--- config.mk ---
export PLATFORM = sky130hd
export DESIGN_NAME = dbg_read_sched
export DESIGN_NICKNAME = d
export VERILOG_FILES = /design/src/rtl/dbg_read_sched.sv
export SDC_FILE = /design/constraint.sdc
export NUM_CORES = 1
export LEC_CHECK = 0
export CORE_AREA = 4 4 123 154
export CTS_CLUSTER_DIAMETER = 120
export DETAILED_ROUTE_END_ITERATION = 10
export DIE_AREA = 0 0 127 158
export GPL_TIMING_DRIVEN = 0
export PLACE_DENSITY = 0.71
export SKIP_CTS_REPAIR_TIMING = 1
export SLEW_MARGIN = 10
export SYNTH_ARGS = -nofsm -noshare
export SYNTH_HDL_FRONTEND = slang
export SYNTH_SLANG_ARGS = --single-unit
export TNS_END_PERCENT = 10
--- constraint.sdc ---
create_clock -name clk -period 2.4 [get_ports clk]
set_input_delay 0.48 -clock clk [delete_from_list [all_inputs] [get_ports clk]]
set_output_delay 0.48 -clock clk [all_outputs]
set_load 0.005 [all_outputs]
--- src/rtl/dbg_read_sched.sv ---
// rtl/dbg_read_sched.sv - debug test-port read scheduler shared by the LCD refresher and post-sort checker
module dbg_read_sched #(
  parameter int ADDR_W   = 5,
  parameter int DATA_W   = 32,
  parameter int CHK_BASE = 0,
  parameter int CHK_LEN  = 10
) (
  input  logic              clk,
  input  logic              resetn,
  input  logic              lcd_req,
  input  logic              lcd_sel,
  input  logic [ADDR_W-1:0] lcd_addr,
  output logic              lcd_gnt,
  output logic              lcd_rvalid,
  output logic [DATA_W-1:0] lcd_rdata,
  input  logic              sort_over,
  output logic              chk_busy,
  output logic              chk_done,
  output logic              chk_ok,
  output logic [ADDR_W-1:0] chk_err_idx,
  output logic [ADDR_W-1:0] t_reg_addr,
  output logic [ADDR_W-1:0] t_ram_addr,
  input  logic [DATA_W-1:0] t_reg_data,
  input  logic [DATA_W-1:0] t_ram_data
);

  localparam logic OWN_LCD = 1'b0;
  localparam logic OWN_CHK = 1'b1;
  localparam logic [ADDR_W-1:0] CHK_FIRST = ADDR_W'(CHK_BASE);
  // One extra bit so a scan ending at the top address does not wrap to zero.
  localparam logic [ADDR_W:0]   CHK_END   = (ADDR_W+1)'(CHK_BASE + CHK_LEN);

  typedef enum logic [2:0] {S_IDLE, S_REQ, S_WAIT, S_CMP, S_DONE} state_t;

  state_t            state_q, state_d;
  logic              last_q, last_d;
  logic              so_prev_q;
  logic [ADDR_W-1:0] idx_q, idx_d;
  logic              have_prev_q, have_prev_d;
  logic [DATA_W-1:0] prev_q, prev_d;
  logic [DATA_W-1:0] data_q, data_d;
  logic              done_q, done_d;
  logic              ok_q, ok_d;
  logic [ADDR_W-1:0] err_idx_q, err_idx_d;
  logic [ADDR_W-1:0] t_reg_addr_q, t_reg_addr_d;
  logic [ADDR_W-1:0] t_ram_addr_q, t_ram_addr_d;
  logic              s1_valid_q, s1_valid_d;
  logic              s1_owner_q, s1_owner_d;
  logic              s1_sel_q, s1_sel_d;
  logic              s2_valid_q, s2_valid_d;
  logic              s2_owner_q, s2_owner_d;
  logic [DATA_W-1:0] s2_data_q, s2_data_d;

  logic              so_rise, so_fall, busy, abort;
  logic              chk_req, chk_gnt, lcd_gnt_c, chk_ret;
  logic [ADDR_W:0]   idx_nxt;

  always_comb begin
    so_rise   = sort_over && !so_prev_q;
    so_fall   = !sort_over && so_prev_q;
    busy      = state_q inside {S_REQ, S_WAIT, S_CMP};
    abort     = busy && so_fall;
    chk_req   = resetn && (state_q == S_REQ) && !abort;
    lcd_gnt_c = resetn && lcd_req && (!chk_req || last_q == OWN_CHK);
    chk_gnt   = chk_req && (!lcd_req || last_q == OWN_LCD);
    chk_ret   = s2_valid_q && (s2_owner_q == OWN_CHK);
    idx_nxt   = {1'b0, idx_q} + (ADDR_W+1)'(1);
  end

  // Read pipeline: issue -> capture -> return, one issue per cycle.
  always_comb begin
    s1_valid_d   = lcd_gnt_c || chk_gnt;
    s1_owner_d   = chk_gnt ? OWN_CHK : OWN_LCD;
    s1_sel_d     = chk_gnt ? 1'b1 : lcd_sel;
    t_reg_addr_d = t_reg_addr_q;
    t_ram_addr_d = t_ram_addr_q;
    if (chk_gnt) begin
      t_ram_addr_d = idx_q;
    end else if (lcd_gnt_c) begin
      if (lcd_sel) t_ram_addr_d = lcd_addr;
      else         t_reg_addr_d = lcd_addr;
    end
    // An aborted scan's read still in capture is dropped here.
    s2_valid_d = s1_valid_q && !(abort && s1_owner_q == OWN_CHK);
    s2_owner_d = s1_owner_q;
    s2_data_d  = s2_data_q;
    if (s1_valid_q) s2_data_d = s1_sel_q ? t_ram_data : t_reg_data;
    last_d = last_q;
    if (chk_gnt)        last_d = OWN_CHK;
    else if (lcd_gnt_c) last_d = OWN_LCD;
  end

  always_comb begin
    state_d     = state_q;
    idx_d       = idx_q;
    have_prev_d = have_prev_q;
    prev_d      = prev_q;
    data_d      = data_q;
    done_d      = done_q;
    ok_d        = ok_q;
    err_idx_d   = err_idx_q;
    case (state_q)
      S_IDLE, S_DONE: begin
        if (so_rise) begin
          done_d      = 1'b0;
          ok_d        = 1'b0;
          err_idx_d   = '0;
          idx_d       = CHK_FIRST;
          have_prev_d = 1'b0;
          state_d     = S_REQ;
          if (CHK_LEN == 0) begin
            done_d  = 1'b1;
            ok_d    = 1'b1;
            state_d = S_DONE;
          end
        end
      end
      S_REQ: begin
        if (chk_gnt) state_d = S_WAIT;
      end
      S_WAIT: begin
        if (chk_ret) begin
          data_d  = s2_data_q;
          state_d = S_CMP;
        end
      end
      S_CMP: begin
        if (have_prev_q && ($signed(data_q) < $signed(prev_q))) begin
          ok_d      = 1'b0;
          err_idx_d = idx_q;
          done_d    = 1'b1;
          state_d   = S_DONE;
        end else begin
          prev_d      = data_q;
          have_prev_d = 1'b1;
          idx_d       = idx_nxt[ADDR_W-1:0];
          if (idx_nxt == CHK_END) begin
            ok_d      = 1'b1;
            err_idx_d = '0;
            done_d    = 1'b1;
            state_d   = S_DONE;
          end else begin
            state_d = S_REQ;
          end
        end
      end
      default: state_d = S_IDLE;
    endcase
    if (abort) begin
      state_d = S_IDLE;
      done_d  = 1'b0;
      ok_d    = 1'b0;
    end
  end

  always_ff @(posedge clk) begin
    if (!resetn) begin
      state_q      <= S_IDLE;
      last_q       <= OWN_CHK;
      so_prev_q    <= 1'b0;
      idx_q        <= '0;
      have_prev_q  <= 1'b0;
      prev_q       <= '0;
      data_q       <= '0;
      done_q       <= 1'b0;
      ok_q         <= 1'b0;
      err_idx_q    <= '0;
      t_reg_addr_q <= '0;
      t_ram_addr_q <= '0;
      s1_valid_q   <= 1'b0;
      s1_owner_q   <= OWN_LCD;
      s1_sel_q     <= 1'b0;
      s2_valid_q   <= 1'b0;
      s2_owner_q   <= OWN_LCD;
      s2_data_q    <= '0;
    end else begin
      state_q      <= state_d;
      last_q       <= last_d;
      so_prev_q    <= sort_over;
      idx_q        <= idx_d;
      have_prev_q  <= have_prev_d;
      prev_q       <= prev_d;
      data_q       <= data_d;
      done_q       <= done_d;
      ok_q         <= ok_d;
      err_idx_q    <= err_idx_d;
      t_reg_addr_q <= t_reg_addr_d;
      t_ram_addr_q <= t_ram_addr_d;
      s1_valid_q   <= s1_valid_d;
      s1_owner_q   <= s1_owner_d;
      s1_sel_q     <= s1_sel_d;
      s2_valid_q   <= s2_valid_d;
      s2_owner_q   <= s2_owner_d;
      s2_data_q    <= s2_data_d;
    end
  end

  assign lcd_gnt     = lcd_gnt_c;
  assign lcd_rvalid  = s2_valid_q && (s2_owner_q == OWN_LCD);
  assign lcd_rdata   = s2_data_q;
  assign chk_busy    = busy;
  assign chk_done    = done_q;
  assign chk_ok      = ok_q;
  assign chk_err_idx = err_idx_q;
  assign t_reg_addr  = t_reg_addr_q;
  assign t_ram_addr  = t_ram_addr_q;

endmodule

==> implementation parameters, run 1 <==
Parameter                              Value

Clocking
  CTS clk-pin slew, worst paths ... 0.05 ns
  Clock tree buffer depth ... 2
  Inserted Clock Buffers ... 17
  Buffer type at the clock tree root ... sky130_fd_sc_hd__clkbuf_16
  CTS tree ... yes
  H-tree levels ... 4
  Insertion delay to the later sink of the worst-skew pair ... 0.41 ns
  Count of clock tree sinks ... 129

Logic synthesis
  Xor and xnor area share after synthesis ... 0.00417
  Post-Synth Adder-Cell Area ... 0.0688
  Fraction of synthesized area in multiplexers ... 0.115
  Count of state elements after synthesis ... 129
  Largest area contributor in the synthesized netlist ... sky130_fd_sc_hd__dfxtp_1
  Area fraction in compound gates after synthesis ... 0.148
  Unique cell type count in the Yosys netlist ... 57
  Dominant cells by area after synthesis ... sky130_fd_sc_hd__dfxtp_1, sky130_fd_sc_hd__mux2i_1, sky130_fd_sc_hd__ha_1
  Syn Std Cell Area ... 6000 µm²
  Portion of synthesized cell area occupied by the leading cell type ... 0.431
  Number of instances in the synthesized netlist ... 682
  Post-synth ARST share ... 0
  Combinational family with the most area after synthesis ... simple AND/OR/NAND/NOR gates
  Post-synth EDFFs ... 0
  Share of synthesized cell area in and, or, nand and nor gates ... 0.175
  Post-synthesis area per instance ... 8.80 µm²
  Total nets after synthesis ... 789
  Post-synthesis sequential area ratio ... 0.431
  Predominant post-synthesis flop cell ... sky130_fd_sc_hd__dfxtp_1
  Number of warnings printed during yosys synthesis ... 0

STA
  Number of hold violations in the final report ... 0
  Final critical delay including setup and external delays ... 2.67 ns
  Setup repair after global routing missed its margin ... true
  Worst Max-Slew Pin Slew ... 0.815 ns
  Timing-limited maximum frequency ... 0.374 GHz
  Final Cycle Share ... 1.11
  Slew Viols, Final ... 0
  Clock skew ... 0.00548 ns
  Number of setup violations in the final report ... 45
  Normalized max-slew margin ... 0.453
  Setup TNS ... -8.78 ns
  Final worst slack ... -0.271 ns

Power
  Share of power burned in registers ... 0.393
  Net switching share of the total power ... 0.214
  Logic pwr share ... 0.105
  Leakage power ... 3.02 nW
  Pint ... 0.00455 W
  NetSw ... 0.00124 W
  Fraction of power consumed by the clock network ... 0.502
  Power, Total ... 0.00579 W
  P per Cell Area ... 692 nW/µm²
  Max VDD drop ... 0.503 mV

Run status
  Failing checks ... setup timing
  Run status ... finished with violations

Finish
  Area Growth Syn to Fin ... 39.6%
  Post-layout util ... 0.480
  Count of nets after finishing ... 939
  Fill count ... 1647
  Area taken by flip-flops and latches ... 2590 µm²
  Multi-input gate area in the final layout ... 3150 µm²
  Share of final-layout standard cells stronger than drive strength 1 ... 0.0970
  Antenna diode count ... 0

Place
  Hpwl dp ... 11.3 mm
  Final RePlAce weighted congestion ... 0.784
  Port-buffer cells ... 125

Floorplanning
  Placeable core region ... 17400 µm²
  Total Die Area ... 20100 µm²
  Die boundary width ... 127 µm
  I/O pin total ... 126
  Die Height ... 158 µm
  Effective utilization at floorplan ... 0.344
  Cell row count ... 54

Critical path
  Cell occurring most often along the worst timing path ... sky130_fd_sc_hd__buf_6
  Type of element capturing the critical path ... register
  Cells along the critical path ... inv_1 -> ha_4 -> nand4_1 -> o311a_1 -> o41ai_4 -> a311oi_2 -> nor2_2 -> buf_6 -> buf_6 -> buf_6 -> mux2i_1 -> nor2_1
  Startpoint type of the worst setup path ... register
  Worst EP required ... 2.67 ns
  Largest stage delay on the critical path ... 0.42 ns
  CP Class ... register to register
  CP max stage cell ... sky130_fd_sc_hd__o41ai_4
  Data arrival time of the critical path ... 2.94 ns
  Worst-path fanout max ... 5

Routing
  Antenna violation net count after detailed routing ... 0
  Number of vias per cell ... 4.92
  Avg WL per Cell ... 14.5 µm
  Vias ... 5258
  DR top layer ... met4
  First-iteration detailed-routing DRC count ... 251
  Met3 wire length ... 860 µm
  Met2 WL post-DR ... 7.75 mm
  Wire length on met1 ... 6.58 mm
  First-pass detailed-route iteration total ... 4
  Final wirelength ... 15.5 mm
  DRC violations left ... 0

GRT
  Maximum number of pins on one net before global-route repair ... 17
  Initial antenna violation count ... 0
  Global-route wire length before repair ... 24.2 mm
  GR Overflow Total ... 0
  Via count of the first global-routing pass ... 4994
  GRT Overall Usage ... 0.149

Hold path
  Hold Path Class ... register to register

Run
  Max-cap violations ... 0
## per-layer routing
metal / track usage / vias to the layer above
li1: - / 2670
met1: 0.177 / 2445
met2: 0.260 / 127
met3: 0.0364 / 16
met4: 0.0593 / 0
met5: 0 / -
## worst paths after layout
kind                                              from                      to  slack [ns]  depth (start not counted)
worst max register to register  prev_q[6]$_SDFFE_PN0P_  prev_q[2]$_SDFFE_PN0P_       -0.27                         12
worst min-delay path             s1_owner_q$_SDFF_PN0_   s2_valid_q$_SDFF_PN0_        0.44                          1
worst min register to register   s1_owner_q$_SDFF_PN0_   s2_valid_q$_SDFF_PN0_        0.44                          1
worst max-delay path            prev_q[6]$_SDFFE_PN0P_  prev_q[2]$_SDFFE_PN0P_       -0.27                         12
## through the flow
stage	instance area [µm²]	cells	hold slack [ns]	setup slack, ns
final	8370	1069	0.437	-0.271
after CTS	8200	1063	0.430	-0.478
after floorplan	6000	682	0.396	0.0305
after global routing	8370	1069	0.435	-0.413
after global placement	7530	1031	0.410	-0.207
after detailed placement	7530	1031	0.418	-0.222
## cells in the final DEF, fill, tap and decap left out, types with 3 or more instances in the layout
| cell type | instances |
|---|---|
| sky130_fd_sc_hd__a211oi_1 | 35 |
| sky130_fd_sc_hd__a21oi_1 | 52 |
| sky130_fd_sc_hd__a311oi_1 | 6 |
| sky130_fd_sc_hd__a31oi_1 | 9 |
| sky130_fd_sc_hd__and2_1 | 3 |
| sky130_fd_sc_hd__and3_1 | 4 |
| sky130_fd_sc_hd__buf_1 | 6 |
| sky130_fd_sc_hd__buf_12 | 3 |
| sky130_fd_sc_hd__buf_6 | 7 |
| sky130_fd_sc_hd__bufinv_16 | 6 |
| sky130_fd_sc_hd__clkbuf_1 | 30 |
| sky130_fd_sc_hd__clkbuf_16 | 17 |
| sky130_fd_sc_hd__clkdlybuf4s50_1 | 124 |
| sky130_fd_sc_hd__dfxtp_1 | 119 |
| sky130_fd_sc_hd__dfxtp_2 | 10 |
| sky130_fd_sc_hd__ha_1 | 28 |
| sky130_fd_sc_hd__ha_4 | 4 |
| sky130_fd_sc_hd__inv_1 | 36 |
| sky130_fd_sc_hd__inv_2 | 3 |
| sky130_fd_sc_hd__mux2i_1 | 66 |
| sky130_fd_sc_hd__mux2i_2 | 3 |
| sky130_fd_sc_hd__nand2_1 | 103 |
| sky130_fd_sc_hd__nand2b_1 | 4 |
| sky130_fd_sc_hd__nand3_1 | 7 |
| sky130_fd_sc_hd__nand4_1 | 8 |
| sky130_fd_sc_hd__nor2_1 | 88 |
| sky130_fd_sc_hd__o21a_1 | 3 |
| sky130_fd_sc_hd__o21ai_0 | 10 |
## power groups by stage
| stage | clock (W) | sequential (W) | combinational (W) |
|---|---|---|---|
| after detailed placement | 0 | 0.00232 | 0.000601 |
| after floorplan | 0 | 0.00231 | 0.000256 |
| after CTS | 0.00297 | 0.00227 | 0.000604 |
| final | 0.00291 | 0.00228 | 0.000606 |
| after global placement | 0 | 0.00232 | 0.000597 |
| after global routing | 0.00307 | 0.00229 | 0.000657 |
## kinds of logic (layout without fill, tap and decap cells)
kind of cell	count (synthesis)	in the layout
AND/OR/NAND/NOR	237	237
AO/OA/AOI/OAI	133	133
flip-flops	129	129
buffers and inverters	79	242
multiplexers	69	69
adder cells (fa/ha/maj)	33	33
XOR/XNOR	2	2
## cell usage after synthesis, drive strengths merged (5+ instances only)
master	count
ha	33
nor2	91
nand2	103
nand4	9
nand2b	5
a31oi	9
a211oi	36
mux2i	69
inv	39
o21ai	11
clkbuf	28
a21oi	52
and3	5
dfxtp	129
buf	12
a311oi	7
nand3	8
## state kept, by name, summed over array words and instances (netlist names)
| signal | count |
|---|---|
| s2_owner_q | 1 |
| idx_q | 5 |
| prev_q | 32 |
| t_reg_addr | 5 |
| have_prev_q | 1 |
| chk_err_idx | 5 |
| so_prev_q | 1 |
| chk_done | 1 |
| t_ram_addr | 5 |
| s1_owner_q | 1 |
| lcd_rdata | 32 |
| last_q | 1 |
| s1_sel_q | 1 |
| data_q | 32 |
| chk_ok | 1 |
| s1_valid_q | 1 |
| s2_valid_q | 1 |
| state_q | 3 |
## area by class of cell
type,instances,area share
clock inverter,10,0.0245
sequential,129,0.310
buffer,39,0.0248
tap,224,0.0335
multi-input combinational,474,0.376
timing repair buffer,132,0.159
inverter,39,0.0175
clock buffer,22,0.0554
## worst max-delay path: cells and delay by family (launching register included)
kind            cells  cell delay [ns]
compound gates      3             1.00
flops               1             0.33
fa+ha+maj           1             0.26
buf+inv             4             0.44
mux                 1             0.18
simple gates        3             0.30
Power figures use the tool's default switching activity.
==> inputs of run 2 (changes only) <==
--- a/config.mk
+++ b/config.mk
@@ -12,6 +12,7 @@
 export GPL_TIMING_DRIVEN = 0
 export PLACE_DENSITY = 0.71
 export SKIP_CTS_REPAIR_TIMING = 1
+export SKIP_LAST_GASP = 1
 export SLEW_MARGIN = 10
 export SYNTH_ARGS = -nofsm -noshare
 export SYNTH_HDL_FRONTEND = slang
==> implementation parameters, run 2 (synthesis results as in run 1) <==
Parameter                              Value

STA
  Clock skew ... 0.00465 ns (-0.000830 ns)
  Number of hold violations in the final report ... 0 (unchanged)
  Setup TNS ... -8.39 ns (+0.389 ns)
  Worst Max-Slew Pin Slew ... 0.867 ns (+0.0522 ns)
  Number of setup violations in the final report ... 46 (+2.2%)
  Setup repair after global routing missed its margin ... true
  Slew Viols, Final ... 0 (unchanged)
  Final critical delay including setup and external delays ... 2.67 ns (-0.00129 ns)
  Final worst slack ... -0.269 ns (+0.00129 ns)
  Timing-limited maximum frequency ... 0.375 GHz (about the same)
  Normalized max-slew margin ... 0.418 (-0.0350)
  Final Cycle Share ... 1.11 (about the same)

Critical path
  CP Class ... register to primary output
  Critical R2R Capture ... prev_q[31]$_SDFFE_PN0P_
  Flop-to-flop setup slack ... -0.24 ns (+0.03 ns)
  Launching point of the worst reg2reg path ... prev_q[6]$_SDFFE_PN0P_
  Worst-case reg-to-reg path depth ... 12 (unchanged)
  Data arrival time of the critical path ... 2.19 ns (-0.75 ns)
  End point of the critical path ... lcd_gnt
  Critical Path Start ... state_q[2]$_SDFFE_PP0P_
  Worst EP required ... 1.92 ns (-0.75 ns)
  Worst-path fanout max ... 8 (+3)
  Startpoint type of the worst setup path ... register
  Type of element capturing the critical path ... primary output

Power
  Net switching share of the total power ... 0.214 (+0.000413)
  Max VDD drop ... 0.506 mV (+0.60%)
  Leakage power ... 3.00 nW (-0.51%)
  Fraction of power consumed by the clock network ... 0.503 (about the same)
  P per Cell Area ... 694 nW/µm² (+0.29%)
  Share of power burned in registers ... 0.393 (about the same)
  Logic pwr share ... 0.104 (about the same)
  Pint ... 0.00455 W (about the same)
  NetSw ... 0.00124 W (+0.21%)

Finish
  Commonest non-fill, non-tap cell in the layout ... sky130_fd_sc_hd__clkdlybuf4s50_1
  Count of nets after finishing ... 939 (unchanged)
  Share of final-layout standard cells stronger than drive strength 1 ... 0.0911 (-0.00592)
  Most frequent cells in the layout ... sky130_fd_sc_hd__clkdlybuf4s50_1, sky130_fd_sc_hd__dfxtp_1, sky130_fd_sc_hd__nand2_1
  Post-layout util ... 0.479 (-0.00129)
  Area Growth Syn to Fin ... 39.2%
  Antenna diode count ... 0 (unchanged)

Clocking
  Clock tree buffer depth ... 2 (unchanged)
  Buffer type at the clock tree root ... sky130_fd_sc_hd__clkbuf_16
  Inserted Clock Buffers ... 17 (unchanged)
  CTS clk-pin slew, worst paths ... 0.05 ns (about the same)
  H-tree levels ... 4 (unchanged)
  Insertion delay to the later sink of the worst-skew pair ... 0.41 ns (about the same)
  CTS tree ... yes
  Count of clock tree sinks ... 129 (unchanged)

Place
  Port-buffer cells ... 125 (unchanged)
  Final RePlAce weighted congestion ... 0.784 (unchanged)
  Hpwl dp ... 11.3 mm (unchanged)

Routing
  Met3 wire length ... 822 µm (-4.4%)
  Final wirelength ... 15.4 mm (-0.42%)
  Wire length on met1 ... 6.62 mm (+0.61%)
  Avg WL per Cell ... 14.4 µm (-0.42%)
  First-pass detailed-route iteration total ... 5 (+1)
  Antenna violation net count after detailed routing ... 0 (unchanged)
  Number of vias per cell ... 4.93 (+0.23%)
  DRC violations left ... 0 (unchanged)
  DR top layer ... met4
  First-iteration detailed-routing DRC count ... 193 (-23%)
  Met2 WL post-DR ... 7.67 mm (-0.97%)
  Vias ... 5270 (+0.23%)

Floorplanning
  Die boundary width ... 127 µm (unchanged)
  Total Die Area ... 20100 µm² (unchanged)
  I/O pin total ... 126 (unchanged)
  Cell row count ... 54 (unchanged)
  Effective utilization at floorplan ... 0.344 (unchanged)
  Die Height ... 158 µm (unchanged)
  Placeable core region ... 17400 µm² (unchanged)

GRT
  GRT Overall Usage ... 0.149 (unchanged)
  Maximum number of pins on one net before global-route repair ... 17 (unchanged)
  Initial antenna violation count ... 0 (unchanged)
  Via count of the first global-routing pass ... 4994 (unchanged)
  Global-route wire length before repair ... 24.2 mm (unchanged)
  GR Overflow Total ... 0 (unchanged)

Hold path
  Hold Path Class ... register to register

Run status
  Run status ... finished with violations
  Failing checks ... setup timing

Run
  Max-cap violations ... 0 (unchanged)
run 2: final cells by class:
type	instances	area (µm²)
Buffer	39	208
Timing Repair Buffer	132	1320
Clock buffer	22	464
Clock inverter	10	205
Inverter	39	146
Sequential cell	129	2590
Fill cell	1643	9080
Multi-Input combinational cell	474	3140
Tap cell	224	280
run 2: how the worst min path moves through the flow:
stage	startpoint	end	slack [ns]	cells after the start
after global routing	s1_owner_q$_SDFF_PN0_	s2_valid_q$_SDFF_PN0_	0.44	1
after detailed placement	s1_owner_q$_SDFF_PN0_	s2_valid_q$_SDFF_PN0_	0.42	1
after floorplan	s1_owner_q$_SDFF_PN0_	s2_valid_q$_SDFF_PN0_	0.40	1
final	s1_owner_q$_SDFF_PN0_	s2_valid_q$_SDFF_PN0_	0.43	1
after global placement	s1_owner_q$_SDFF_PN0_	s2_valid_q$_SDFF_PN0_	0.41	1
after CTS	s1_owner_q$_SDFF_PN0_	s2_valid_q$_SDFF_PN0_	0.43	1
run 2: power groups by stage:
stage / sequential (W) / combinational [W] / clock, W
after floorplan: 0.00231 / 0.000256 / 0
after global placement: 0.00232 / 0.000597 / 0
after detailed placement: 0.00232 / 0.000601 / 0
after CTS: 0.00227 / 0.000604 / 0.00297
after global routing: 0.00229 / 0.000655 / 0.00307
final: 0.00228 / 0.000603 / 0.00291
run 2: metal layers:
layer,GRT usage,vias to the layer above
met5,0,-
met4,0.0593,0
met3,0.0364,19
met2,0.260,137
met1,0.177,2445
li1,-,2669
run 2: worst max-delay path, stage by stage (launching register included):
cell and delay (ns):
sky130_fd_sc_hd__dfxtp_1 0.47, sky130_fd_sc_hd__nor2_1 0.12, sky130_fd_sc_hd__and3_1 0.24, sky130_fd_sc_hd__or3_1 0.34
sky130_fd_sc_hd__nor2b_1 0.16, sky130_fd_sc_hd__clkdlybuf4s50_1 0.45
run 2: metrics by stage:
| step | setup WS, ns | cells | power [W] | area (µm²) | hold WS (ns) |
|---|---|---|---|---|---|
| 5_1_grt | -0.399 | 1069 | 0.00601 | 8350 | 0.435 |
| 4_1_cts | -0.478 | 1063 | 0.00584 | 8200 | 0.430 |
| 3_5_place_dp | -0.222 | 1031 | 0.00292 | 7530 | 0.418 |
| 3_3_place_gp | -0.207 | 1031 | 0.00291 | 7530 | 0.410 |
| 6_report | -0.269 | 1069 | 0.00579 | 8350 | 0.429 |
| 2_1_floorplan | 0.0305 | 682 | 0.00257 | 6000 | 0.396 |
==> inputs of run 3 (changes only) <==
--- a/config.mk
+++ b/config.mk
@@ -6,11 +6,13 @@
 export NUM_CORES = 1
 export LEC_CHECK = 0
 export CORE_AREA = 4 4 123 154
+export CTS_BUF_LIST = sky130_fd_sc_hd__clkbuf_16
 export CTS_CLUSTER_DIAMETER = 120
 export DETAILED_ROUTE_END_ITERATION = 10
 export DIE_AREA = 0 0 127 158
 export GPL_TIMING_DRIVEN = 0
-export PLACE_DENSITY = 0.71
+export PLACE_DENSITY = 0.59
+export SETUP_SLACK_MARGIN = 0.3
 export SKIP_CTS_REPAIR_TIMING = 1
 export SKIP_LAST_GASP = 1
 export SLEW_MARGIN = 10
==> implementation parameters, run 3 (synthesis results as in run 1) <==
Parameter                              Value

Routing
  First-iteration detailed-routing DRC count ... 226 (+17%)
  Antenna violation net count after detailed routing ... 0 (unchanged)
  First-pass detailed-route iteration total ... 4 (-1)
  DRC violations left ... 0 (unchanged)
  Vias ... 5142 (-2.4%)
  Number of vias per cell ... 4.78 (-3.1%)
  Final wirelength ... 15.7 mm (+1.9%)
  Avg WL per Cell ... 14.6 µm (+1.2%)

Hold path
  Startpoint of the most critical hold path ... s1_owner_q$_SDFF_PN0_
  Worst hold path stage count ... 1 (unchanged)
  Hold-critical path endpoint ... s2_valid_q$_SDFF_PN0_
  Hold Path Class ... register to register

Critical path
  Data arrival time of the critical path ... 2.98 ns (+0.79 ns)
  Startpoint type of the worst setup path ... register
  CP Class ... register to register
  Critical R2R Capture ... chk_err_idx[0]$_SDFFE_PN0P_
  CP max stage cell ... sky130_fd_sc_hd__a311oi_1
  Number of buffers and inverters on the critical path ... 3 (+2)
  Launching point of the worst reg2reg path ... data_q[2]$_SDFFE_PN0P_
  Cell occurring most often along the worst timing path ... sky130_fd_sc_hd__buf_4
  Cells along the critical path ... ha_4 -> a211o_1 -> a31oi_1 -> o311a_1 -> o41ai_4 -> buf_4 -> buf_4 -> a311oi_1 -> nor3_2 -> buf_4 -> nand2_1 -> a31oi_1
  Family with the most delay on the worst path ... compound AO/OA/AOI/OAI gates
  Type of element capturing the critical path ... register
  Worst-case reg-to-reg path depth ... 12 (unchanged)
  Largest stage delay on the critical path ... 0.49 ns (+0.02 ns)
  Number of cells on the critical path ... 12 (+7)
  Worst EP required ... 2.67 ns (+0.75 ns)
  Worst-path fanout max ... 5 (-3)
  Flop-to-flop setup slack ... -0.31 ns (-0.07 ns)

STA
  Setup repair after global routing missed its margin ... true
  Final worst slack ... -0.311 ns (-0.0420 ns)
  Final critical delay including setup and external delays ... 2.71 ns (+0.0420 ns)
  Number of setup violations in the final report ... 48 (+4.3%)
  Worst hold slack ... 0.434 ns (+0.00549 ns)
  Number of hold violations in the final report ... 0 (unchanged)
  Slew Viols, Final ... 0 (unchanged)
  Worst Max-Slew Pin Slew ... 0.735 ns (-0.132 ns)
  Final Cycle Share ... 1.13 (+0.0175)
  Clock skew ... 0.00646 ns (+0.00180 ns)
  Normalized max-slew margin ... 0.506 (+0.0884)
  Timing-limited maximum frequency ... 0.369 GHz (-1.6%)

Power
  Leakage power ... 3.02 nW (+0.41%)
  P per Cell Area ... 664 nW/µm² (-4.3%)
  Max VDD drop ... 0.506 mV (about the same)

Clocking
  Count of clock tree sinks ... 129 (unchanged)
  Insertion delay to the later sink of the worst-skew pair ... 0.42 ns (about the same)
  Inserted Clock Buffers ... 17 (unchanged)
  CTS tree ... yes
  CTS clk-pin slew, worst paths ... 0.06 ns (about the same)
  Buffer type at the clock tree root ... sky130_fd_sc_hd__clkbuf_16
  Clock tree buffer depth ... 2 (unchanged)
  H-tree levels ... 4 (unchanged)

Floorplanning
  Total Die Area ... 20100 µm² (unchanged)
  I/O pin total ... 126 (unchanged)
  Placeable core region ... 17400 µm² (unchanged)
  Die Height ... 158 µm (unchanged)
  Effective utilization at floorplan ... 0.344 (unchanged)
  Cell row count ... 54 (unchanged)
  Die boundary width ... 127 µm (unchanged)

Place
  Port-buffer cells ... 125 (unchanged)
  Hpwl dp ... 11.4 mm (+1.2%)
  Post-placement setup slack ... -0.286 ns (-0.0633 ns)
  Final RePlAce weighted congestion ... 0.784 (about the same)
  Number of cells in the design after placement ... 1031 (unchanged)

GRT
  Via count of the first global-routing pass ... 4966 (-0.56%)
  Global-route wire length before repair ... 25.0 mm (+3.5%)
  GR Overflow Total ... 0 (unchanged)
  Maximum number of pins on one net before global-route repair ... 17 (unchanged)
  GRT Overall Usage ... 0.156 (+0.00700)
  Initial antenna violation count ... 0 (unchanged)

Finish
  Area Growth Syn to Fin ... 39.0%
  Post-layout util ... 0.478 (-0.000718)
  Antenna diode count ... 0 (unchanged)
  Most frequent cells in the layout ... sky130_fd_sc_hd__dfxtp_1, sky130_fd_sc_hd__clkdlybuf4s50_1, sky130_fd_sc_hd__nand2_1
  Fill count ... 1749 (+6.5%)
  Share of final-layout standard cells stronger than drive strength 1 ... 0.0927 (+0.00160)
  Count of nets after finishing ... 946 (+0.75%)
  Final Non-Filler Cells ... 1076 (+0.65%)
  Commonest non-fill, non-tap cell in the layout ... sky130_fd_sc_hd__dfxtp_1

Run
  Max-cap violations ... 0 (unchanged)

Run status
  Failing checks ... setup timing
  Run status ... finished with violations
[run 3: cell count changes in the layout (fill, tap and decap cells not counted), sizes merged]
cell | before | now
inv | 39 | 40
clkinv | 2 | 10
buf | 19 | 25
clkinvlp | 2 | 0
clkbuf | 49 | 45
bufinv | 6 | 4
[run 3: cell type report]
| type | instances | area, µm² | share of cell area |
|---|---|---|---|
| plain buffers | 40 | 208 | 0.0249 |
| clock buffers | 17 | 425 | 0.0510 |
| clock inverters | 15 | 174 | 0.0209 |
| inverters | 39 | 146 | 0.0176 |
| multi-input cells | 474 | 3160 | 0.378 |
| flip-flops and latches | 129 | 2590 | 0.310 |
| well taps | 224 | 280 | 0.0336 |
| repair buffers | 138 | 1360 | 0.164 |
[run 3: routing by layer]
metal	part of all wire	vias to the layer above	global-route usage
met5	0	-	0
met4	0.013	0	0.0537
met3	0.048	17	0.0381
met2	0.48	110	0.263
met1	0.46	2344	0.196
li1	-	2671	-
[run 3: worst max-delay path by stage]
stage                       startpoint                           to  slack (ns)
2_1_floorplan   prev_q[2]$_SDFFE_PN0P_        idx_q[1]$_SDFFE_PN0P_        0.08
3_3_place_gp                 sort_over   t_reg_addr[4]$_SDFFE_PN0P_       -0.26
3_5_place_dp    prev_q[7]$_SDFFE_PN0P_       prev_q[3]$_SDFFE_PN0P_       -0.29
4_1_cts        state_q[1]$_SDFFE_PP0P_                      lcd_gnt       -0.50
5_1_grt         prev_q[2]$_SDFFE_PN0P_  chk_err_idx[0]$_SDFFE_PN0P_       -0.45
6_report        data_q[2]$_SDFFE_PN0P_  chk_err_idx[0]$_SDFFE_PN0P_       -0.31
[run 3: power by group]
group | switching, W | internal (W) | total (W)
Combinational | 0.000273 | 0.000344 | 0.000617
Clock | 0.000932 | 0.00171 | 0.00264
Sequential | 0.0000576 | 0.00222 | 0.00228
[run 3: through the flow]
step	power [W]	TNS, ns	cell area (µm²)
after detailed placement	0.00293	-12.74	7550
after global placement	0.00292	-9.52	7550
after floorplan	0.00257	0	6020
after CTS	0.00557	-11.14	8150
final	0.00553	-10.49	8340
after global routing	0.00574	-17.28	8340
